<file path="src/rtl/fix_calc_pkg.sv">
// Shared definitions for the Q4.8 calculator: widths, op codes, FSM states, fixed-point constants.
package fix_calc_pkg;

    localparam int FIX_W_INT  = 4;
    localparam int FIX_W_FRAC = 8;
    localparam int FIX_W      = FIX_W_INT + FIX_W_FRAC;

    localparam logic [1:0] OP_ADD = 2'd0;
    localparam logic [1:0] OP_SUB = 2'd1;
    localparam logic [1:0] OP_MUL = 2'd2;
    localparam logic [1:0] OP_DIV = 2'd3;

    localparam logic [FIX_W-1:0] Q_ONE = 12'h100;
    localparam logic [FIX_W-1:0] Q_MAX = 12'hFFF;

    typedef enum logic [2:0] {
        ST_IDLE = 3'd0,
        ST_ALU  = 3'd1,
        ST_MUL  = 3'd2,
        ST_DIV  = 3'd3,
        ST_DONE = 3'd4
    } state_t;

endpackage

</file>
<file path="src/rtl/fix_seq_core.sv">
// Iterative engine: LSB-first shift-add multiply (W steps) and, with FIX_CALC_DIV_EN, restoring divide (W+W_FRAC steps).
// o_last is high during the final step; the o_*_res/o_*_ovf outputs show the value that step produces.
module fix_seq_core
    import fix_calc_pkg::*;
#(
    parameter int W_INT  = FIX_W_INT,
    parameter int W_FRAC = FIX_W_FRAC
) (
    input  logic                      i_clk,
    input  logic                      i_rst,
    input  logic                      i_start,
`ifdef FIX_CALC_DIV_EN
    input  logic                      i_div,
`endif
    input  logic [W_INT+W_FRAC-1:0]   i_a,
    input  logic [W_INT+W_FRAC-1:0]   i_b,
    output logic                      o_last,
    output logic [W_INT+W_FRAC-1:0]   o_mul_res,
`ifdef FIX_CALC_DIV_EN
    output logic [W_INT+W_FRAC-1:0]   o_div_res,
    output logic                      o_div_ovf,
`endif
    output logic                      o_mul_ovf
);

    localparam int W = W_INT + W_FRAC;
`ifdef FIX_CALC_DIV_EN
    localparam int ACC_W = 2 * W + W_FRAC;
    localparam int N_MAX = W + W_FRAC;
`else
    localparam int ACC_W = 2 * W;
    localparam int N_MAX = W;
`endif
    localparam int CNT_W = $clog2(N_MAX);

    logic             r_busy;
    logic [CNT_W-1:0] r_cnt;
    logic [ACC_W-1:0] r_acc;
    logic [W-1:0]     r_opd;
    logic [W:0]       w_mul_sum;
    logic [2*W-1:0]   w_mul_nxt;
    logic [ACC_W-1:0] w_acc_nxt;
    logic [CNT_W-1:0] w_last_cnt;

    // Multiply: acc = {hi, multiplier}; add multiplicand into hi when the shifted-out bit is set.
    assign w_mul_sum = {1'b0, r_acc[2*W-1:W]} + (r_acc[0] ? {1'b0, r_opd} : {(W+1){1'b0}});
    assign w_mul_nxt = {w_mul_sum, r_acc[W-1:1]};

`ifdef FIX_CALC_DIV_EN
    logic             r_div;
    logic [W:0]       w_rsh;
    logic             w_ge;
    logic [W-1:0]     w_rdiff;
    logic [ACC_W-1:0] w_div_nxt;

    // Divide: acc = {remainder, dividend/quotient}; remainder stays below the divisor, so W bits suffice.
    assign w_rsh     = r_acc[ACC_W-1:W+W_FRAC-1];
    assign w_ge      = (w_rsh >= {1'b0, r_opd});
    assign w_rdiff   = w_rsh[W-1:0] - r_opd;
    assign w_div_nxt = {(w_ge ? w_rdiff : w_rsh[W-1:0]), r_acc[W+W_FRAC-2:0], w_ge};
    assign w_acc_nxt = r_div ? w_div_nxt : {{W_FRAC{1'b0}}, w_mul_nxt};
    assign w_last_cnt = r_div ? CNT_W'(W + W_FRAC - 1) : CNT_W'(W - 1);
    assign o_div_res = w_div_nxt[W-1:0];
    assign o_div_ovf = |w_div_nxt[W+W_FRAC-1:W];
`else
    assign w_acc_nxt  = w_mul_nxt;
    assign w_last_cnt = CNT_W'(W - 1);
`endif

    assign o_last    = r_busy && (r_cnt == w_last_cnt);
    assign o_mul_res = w_mul_nxt[W+W_FRAC-1:W_FRAC];
    assign o_mul_ovf = |w_mul_nxt[2*W-1:W+W_FRAC];

    always_ff @(posedge i_clk or posedge i_rst) begin
        if (i_rst) begin
            r_busy <= 1'b0;
            r_cnt  <= '0;
            r_acc  <= '0;
            r_opd  <= '0;
`ifdef FIX_CALC_DIV_EN
            r_div  <= 1'b0;
`endif
        end else if (i_start) begin
            r_busy <= 1'b1;
            r_cnt  <= '0;
`ifdef FIX_CALC_DIV_EN
            r_div  <= i_div;
            if (i_div) begin
                r_acc <= {{W{1'b0}}, i_a, {W_FRAC{1'b0}}};
                r_opd <= i_b;
            end else begin
                r_acc <= {{(ACC_W-W){1'b0}}, i_b};
                r_opd <= i_a;
            end
`else
            r_acc  <= {{(ACC_W-W){1'b0}}, i_b};
            r_opd  <= i_a;
`endif
        end else if (r_busy) begin
            r_acc <= w_acc_nxt;
            r_cnt <= r_cnt + 1'b1;
            if (o_last) begin
                r_busy <= 1'b0;
            end
        end
    end

endmodule

</file>
<file path="src/rtl/fix_calc_alu.sv">
// Q4.8 calculator behind the decimal converter: edge-captures digits, holds operands A/B, runs ADD/SUB/MUL(/DIV).
// Latency go->done: ADD/SUB 1, MUL W, DIV W+W_FRAC (op 3 only with FIX_CALC_DIV_EN, else error result in 1).
module fix_calc_alu
    import fix_calc_pkg::*;
#(
    parameter int W_INT  = FIX_W_INT,
    parameter int W_FRAC = FIX_W_FRAC
) (
    input  logic                    CLK,
    input  logic                    RST,
    input  logic [W_INT+W_FRAC-1:0] digit,
    input  logic                    complete,
    input  logic                    load_a,
    input  logic                    load_b,
    input  logic [1:0]              op,
    input  logic                    go,
    output logic [W_INT+W_FRAC-1:0] in_val,
    output logic [W_INT+W_FRAC-1:0] result,
    output logic                    ovf,
    output logic                    neg,
    output logic                    busy,
    output logic                    done
);

    localparam int W = W_INT + W_FRAC;

    state_t       r_state;
    state_t       w_state_nxt;
    logic         r_cmp_d;
    logic [W-1:0] r_in_val;
    logic [W-1:0] r_a;
    logic [W-1:0] r_b;
    logic [1:0]   r_op;
    logic [W-1:0] r_result;
    logic         r_ovf;
    logic         r_neg;

    logic         w_accept;
    logic         w_core_start;
    logic         w_upd;
    logic [W-1:0] w_res_nxt;
    logic         w_ovf_nxt;
    logic         w_neg_nxt;
    logic [W:0]   w_sum;
    logic         w_core_last;
    logic [W-1:0] w_mul_res;
    logic         w_mul_ovf;

    assign w_accept = (r_state == ST_IDLE) && go && !load_a && !load_b;
    assign w_sum    = {1'b0, r_a} + {1'b0, r_b};

`ifdef FIX_CALC_DIV_EN
    logic [W-1:0] w_div_res;
    logic         w_div_ovf;
`endif

    fix_seq_core #(
        .W_INT  (W_INT),
        .W_FRAC (W_FRAC)
    ) u_seq (
        .i_clk     (CLK),
        .i_rst     (RST),
        .i_start   (w_core_start),
`ifdef FIX_CALC_DIV_EN
        .i_div     (op == OP_DIV),
        .o_div_res (w_div_res),
        .o_div_ovf (w_div_ovf),
`endif
        .i_a       (r_a),
        .i_b       (r_b),
        .o_last    (w_core_last),
        .o_mul_res (w_mul_res),
        .o_mul_ovf (w_mul_ovf)
    );

    always_comb begin
        w_state_nxt  = r_state;
        w_core_start = 1'b0;
        w_upd        = 1'b0;
        w_res_nxt    = r_result;
        w_ovf_nxt    = r_ovf;
        w_neg_nxt    = r_neg;
        case (r_state)
            ST_IDLE: begin
                if (w_accept) begin
                    case (op)
                        OP_MUL: begin
                            w_state_nxt  = ST_MUL;
                            w_core_start = 1'b1;
                        end
`ifdef FIX_CALC_DIV_EN
                        OP_DIV: begin
                            w_state_nxt  = ST_DIV;
                            w_core_start = (r_b != '0);
                        end
`endif
                        default: w_state_nxt = ST_ALU;
                    endcase
                end
            end
            ST_ALU: begin
                w_state_nxt = ST_DONE;
                w_upd       = 1'b1;
                w_neg_nxt   = 1'b0;
                w_ovf_nxt   = 1'b0;
                case (r_op)
                    OP_ADD: begin
                        w_res_nxt = w_sum[W-1:0];
                        w_ovf_nxt = w_sum[W];
                    end
                    OP_SUB: begin
                        if (r_a >= r_b) begin
                            w_res_nxt = r_a - r_b;
                        end else begin
                            w_res_nxt = r_b - r_a;
                            w_neg_nxt = 1'b1;
                        end
                    end
                    // Only op 3 without the divider lands here: flag it as an error.
                    default: begin
                        w_res_nxt = '0;
                        w_ovf_nxt = 1'b1;
                    end
                endcase
            end
            ST_MUL: begin
                if (w_core_last) begin
                    w_state_nxt = ST_DONE;
                    w_upd       = 1'b1;
                    w_res_nxt   = w_mul_res;
                    w_ovf_nxt   = w_mul_ovf;
                    w_neg_nxt   = 1'b0;
                end
            end
`ifdef FIX_CALC_DIV_EN
            ST_DIV: begin
                if (r_b == '0) begin
                    w_state_nxt = ST_DONE;
                    w_upd       = 1'b1;
                    w_res_nxt   = '1;
                    w_ovf_nxt   = 1'b1;
                    w_neg_nxt   = 1'b0;
                end else if (w_core_last) begin
                    w_state_nxt = ST_DONE;
                    w_upd       = 1'b1;
                    w_res_nxt   = w_div_res;
                    w_ovf_nxt   = w_div_ovf;
                    w_neg_nxt   = 1'b0;
                end
            end
`endif
            ST_DONE: w_state_nxt = ST_IDLE;
            default: w_state_nxt = ST_IDLE;
        endcase
    end

    always_ff @(posedge CLK or posedge RST) begin
        if (RST) begin
            r_state  <= ST_IDLE;
            r_cmp_d  <= 1'b0;
            r_in_val <= '0;
            r_a      <= '0;
            r_b      <= '0;
            r_op     <= OP_ADD;
            r_result <= '0;
            r_ovf    <= 1'b0;
            r_neg    <= 1'b0;
        end else begin
            r_state <= w_state_nxt;
            r_cmp_d <= complete;
            if (complete && !r_cmp_d) begin
                r_in_val <= digit;
            end
            if (r_state == ST_IDLE) begin
                if (load_a) begin
                    r_a <= r_in_val;
                end
                if (load_b) begin
                    r_b <= r_in_val;
                end
            end
            if (w_accept) begin
                r_op <= op;
            end
            if (w_upd) begin
                r_result <= w_res_nxt;
                r_ovf    <= w_ovf_nxt;
                r_neg    <= w_neg_nxt;
            end
        end
    end

    assign in_val = r_in_val;
    assign result = r_result;
    assign ovf    = r_ovf;
    assign neg    = r_neg;
    assign busy   = (r_state != ST_IDLE);
    assign done   = (r_state == ST_DONE);

endmodule

</file>
<file path="config.mk">
export PLATFORM = sky130hd
export DESIGN_NAME = fix_calc_alu
export DESIGN_NICKNAME = d
export VERILOG_FILES = /design/src/rtl/fix_calc_pkg.sv /design/src/rtl/fix_seq_core.sv /design/src/rtl/fix_calc_alu.sv
export SDC_FILE = /design/constraint.sdc
export NUM_CORES = 1
export LEC_CHECK = 0
export CAP_MARGIN = 20
export CORE_MARGIN = 2
export CORE_UTILIZATION = 30
export CTS_CLUSTER_SIZE = 30
export DETAILED_ROUTE_END_ITERATION = 8
export GPL_TIMING_DRIVEN = 0
export PLACE_DENSITY_LB_ADDON = 0.08
export SLEW_MARGIN = 20
export SYNTH_ARGS = -nofsm -noshare
export SYNTH_HDL_FRONTEND = slang
export SYNTH_SLANG_ARGS = --single-unit
</file>
<file path="constraint.sdc">
create_clock -name CLK -period 7.4 [get_ports CLK]
set_input_delay 1.48 -clock CLK [delete_from_list [all_inputs] [get_ports CLK]]
set_output_delay 1.48 -clock CLK [all_outputs]
set_load 0.1 [all_outputs]
</file>
* Word level (Yosys, flattened, before mapping)
Index checks and enable logic that the tools add are counted.
** Cells by class
- $add $sub $neg :: 5
- Magnitude comparators :: 1
- Equality and inequality tests :: 8
- Muxes and demuxes :: 28
- Reductions and logical operators :: 18
** Operator list (count)
- $mux 24 :: 2
- $pmux 12 s2 :: 2
- $mux 12 :: 3
- $sub 12x12->12 :: 2
- $add 12x12->13 :: 1
- $add 12x13->13 :: 1
- $ge 12x12->1 :: 1
- $mux 1 :: 11
- $pmux 3 s3 :: 1
- $mux 4 :: 2
- $pmux 1 s2 :: 4
- $mux 3 :: 2
- $reduce_and 2->1 :: 3
- $logic_and 1x1->1 :: 5
- $add 4x1->4 const B :: 1
- $eq 4x4->1 const B :: 1
- $reduce_bool 2->1 :: 2
- $reduce_or 4->1 :: 1
- $eq 3x1->1 const B :: 1
- $eq 3x2->1 const B :: 1
- $eq 3x3->1 const B :: 1
- $logic_not 1->1 :: 3
- $logic_not 3->1 :: 1
- $reduce_and 3->1 :: 1
- 7 further kinds :: 7
** Word-level totals
- Bits in registers :: 97
- Bits of input ports :: 20
- Output and inout bits :: 28

* Longest topological paths before layout
- Word-level depth :: 7
- Mapped depth :: 13
- Depth with buffers taken out :: 12

* Cells and area by module
From an unflattened synthesis, not the netlist that was laid out.
** Second synthesis, totals
- Cell total of the unflattened synthesis :: 676
- Area total of the unflattened synthesis :: 6399.9 um2
** Modules (own cells, without submodules)
- fix_calc_alu :: times used 1, cells each 439, area an instance 3992.6 um2, seq. area each 1401.3 um2
- fix_seq_core :: times used 1, cells each 237, area an instance 2407.3 um2, seq. area each 1026.0 um2

* Least setup slack after synthesis
OpenSTA, ideal clock, no wires.
- Path type :: flip-flop to output port
- Start :: register r_state[1]
- End :: output port done
- Arrival time :: 2.604 ns
- Data required time :: 5.920 ns
- Path slack :: 3.316 ns
- Stages on the path, launching flop included :: 2
- Path buffers :: 0
- Path through :: dfrtp_1 nor3b_1
** On the way
- Cells in the longest elaborated chain, start to end :: 1
** RTL lines
- start, declared :: RTL line fix_calc_alu.sv:27 : state_t r_state;
- start signal, assigned :: RTL line fix_calc_alu.sv:169 : r_state <= w_state_nxt;
- $eq 3x3->1 :: RTL line fix_calc_alu.sv:198 : assign done = (r_state == ST_DONE);
- end, declared :: RTL line fix_calc_alu.sv:22 : output logic done
No other way between the ends.

* Worst setup path in the final report
- Start :: register r_state[2]
- End :: output port busy
** On the way
- Cells in the longest elaborated chain, start to end :: 1
** RTL lines
- $reduce_bool 3->1 :: RTL line fix_calc_alu.sv:197 : assign busy = (r_state != ST_IDLE);
- end, declared :: RTL line fix_calc_alu.sv:21 : output logic busy,
No other way between the ends.

==> metrics.md <==
| Metric | Value |
|---|---|
| Synthesized net count | `758` |
| Outcome | `completed` |
| Synth Flop Type | `dfrtp_1` |
| Max_slew headroom | `0.351` |
| Starting Density | `0.305` |
| Routability congestion estimate | `0.873` |
| Min-delay src | `u_seq.r_opd[11]` |
| Clock tree buffer depth | `2` |
| Biggest area consumer among synthesized cells | `dfrtp_1` |
| Core area | `20200 µm²` |
| Final Skew | `0.0172 ns` |
| Measured slew at the worst slew-check pin | `0.971 ns` |
| CTS tree | `done` |
| Cts repair resizes | `0` |
| Die ar. | `21800 µm²` |
| R2R depth | `13` |
| Reg-to-Reg End | `result[9]` |
| Tcrit/Tclk final | `0.491` |
| Die H | `147 µm` |
| Layout cells sized above 1 | `0.0693` |
| Final ANT Viol Nets | `0` |
| ANT cells | `0` |
| Fin. Hold Viols | `0` |
| Root Driver | `clkbuf_16` |
| Async SR Flop Fraction | `1.00` |
| Min-delay worst type | `reg2reg` |
| Synth Instances | `686` |
| Worst R2R Start | `u_seq.r_acc[0]` |
| Synthesis-stage register bit count | `97` |
| Mean area per synthesized cell | `9.00 µm²` |
| Vias in the first global route | `5122` |
| Largest net degree at the start of global routing | `55` |
| RSZ-0062 raised after global routing | `false` |
| Minimum clock period | `3.63 ns` |
| Vias | `5090` |
| Postcts setup bufs | `0` |
| Overflow after GRT | `0` |
| Reg clk slew, reported paths | `0.08 ns` |
| Final WS setup | `3.77 ns` |
| Cts hold-fix bufs | `0` |
| Setup crit end kind | `output pin` |
| Setup crit start kind | `flip-flop` |
| Max Cap Viol | `0` |
| Flop2flop setup slack | `4.21 ns` |
| Io pins | `48` |
| Clock H-tree levels | `3` |
| Arr. time, crit path | `2.15 ns` |
| Post-DP HPWL | `14.9 mm` |
| Total global-route track usage | `0.179` |
| YS warnings | `0` |
| Setup TNS | `0 ns` |
| Num Clock Sinks | `97` |
| Layout net count | `817` |
| Top-area cell type share of the netlist area | `0.393` |
| First-pass GRT wire length | `29.5 mm` |
| P_leak | `3.26 nW` |
| PortBufs | `47` |
| DR vias/cell | `4.99` |
| Pre-CTS worst setup slack | `3.64 ns` |
| Worst setup path category | `reg2out` |
| Achievable frequency | `275 MHz` |
| CTS Buf Count | `9` |
| Synth cell types | `62` |
| WL/cell | `18.6 µm` |
| Area delta synth->final | `18.6%` |
| # rows | `52` |
| Iter 0 DRT Violations | `378` |
| Endpoints failing setup | `0` |
| Worst hold stages | `2` |
| Synthesized area | `6180 µm²` |
| WL final | `19.0 mm` |
| Post-synthesis sequential area ratio | `0.393` |
| Worst Path Max Fanout | `5` |
| Hold Path Sink | `u_seq.r_opd[11]` |
| Max-slew violations | `0` |
| Commonest cells post-synth | `97 x dfrtp_1, 81 x nand2_1, 67 x o21ai_0` |
| Drt pass-1 iters | `5` |
| Initial antenna violation count | `0` |
| Die X | `147 µm` |
| Drc violations | `0` |
| Worst path required time | `5.92 ns` |
| Worst vdd ir | `0.135 mV` |
| Synth top area cells | `dfrtp_1 39%, ha_1 9.7%, o21ai_0 5.4%` |
| PwrDens | `501 nW/µm²` |
| Top-count cell post-synth | `dfrtp_1` |
| Clock Latency Late Sink | `0.36 ns` |
| Number of flops mapped to enable cells by yosys | `0` |
==> layer usage <==
layer  vias up  global-route usage  share of wire
li1       2500                   -              -
met1      2444               0.253           0.48
met5         -                   0              0
met3        26              0.0228          0.035
met2       120               0.280           0.45
met4         0              0.0716          0.031
==> cells by family after synthesis <==
family	Yosys count	synth area share
AOI/OAI and AO/OA	166	0.170
DFF	97	0.393
and+or+nand+nor	226	0.171
xor gates and xnor gates	17	0.0241
muxes	46	0.0784
adders and majority gates	52	0.110
buffers and inverters	82	0.0539
==> layout make-up <==
class,instances,area [µm²]
Fill cell,2092,12900
Multi-Input combinational cell,507,3420
Sequential cell,97,2430
Timing Repair Buffer,48,498
Tap cell,270,338
Clock buffer,10,229
Inverter,47,181
Buffer,35,156
Clock inverter,6,78.8
==> how the worst max path moves through the flow <==
stage	slack [ns]	depth (start not counted)	start	to
global route	3.67	2	r_state[1]	done
detailed placement	3.64	7	load_a	u_seq.r_acc[12]
floorplan	3.32	1	r_state[1]	done
finish	3.77	3	r_state[2]	busy
CTS	3.75	3	r_state[2]	busy
global placement	1.60	2	RST	result[10]
==> where the power goes <==
| group | leakage [nW] | total, mW | internal [mW] | switching [mW] |
|---|---|---|---|---|
| combinational | 1.91 | 2.27 | 0.784 | 1.48 |
| sequential | 1.20 | 0.896 | 0.729 | 0.167 |
| clock | 0.152 | 0.504 | 0.271 | 0.232 |
| total | 3.26 | 3.67 | 1.79 | 1.88 |
==> critical path, cell delays in order, from the launching register on <==
cell and delay (ns):
dfrtp_1 0.43, nor3_1 0.33, inv_1 0.07, clkdlybuf4s50_1 0.97
==> metrics by stage <==
step                utilization  cells  power (mW)  hold slack, ns  instance area (µm²)
floorplan                     -    686        2.51           0.438                 6180
global placement          0.345   1003        3.17           0.457                 6990
detailed placement        0.347   1004        3.17           0.458                 7020
CTS                       0.362   1020        3.69           0.478                 7330
global route              0.362   1020        3.94           0.504                 7330
finish                    0.362   1020        3.67           0.472                 7330
==> state kept, by name, summed over array words and instances (netlist names) <==
name	flops
r_cmp_d	1
r_state	3
result	12
u_seq.r_cnt	4
ovf	1
u_seq.r_busy	1
in_val	12
r_b	12
neg	1
u_seq.r_opd	12
r_a	12
u_seq.r_acc	24
r_op	2
==> layout by cell type, fill, tap and decap left out, types with 6 or more instances in the layout <==
| master | Yosys | routed |
|---|---|---|
| o21a_1 | 6 | 6 |
| nor2b_1 | 11 | 11 |
| nand2_1 | 81 | 81 |
| xnor2_1 | 11 | 11 |
| clkbuf_1 | 25 | 26 |
| clkbuf_16 | 0 | 9 |
| o21ai_0 | 67 | 67 |
| ha_1 | 48 | 48 |
| xor2_1 | 6 | 6 |
| nor3_1 | 19 | 19 |
| inv_1 | 47 | 46 |
| nand3_1 | 16 | 16 |
| a31oi_1 | 9 | 9 |
| and2_1 | 15 | 15 |
| mux2_2 | 19 | 19 |
| clkdlybuf4s50_1 | 0 | 47 |
| a21oi_1 | 30 | 30 |
| mux2i_1 | 27 | 27 |
| nor2_1 | 53 | 53 |
| a21o_1 | 10 | 10 |
| dfrtp_1 | 97 | 97 |
| o211ai_1 | 7 | 7 |
No activity file was read; power rests on OpenSTA's default activity.
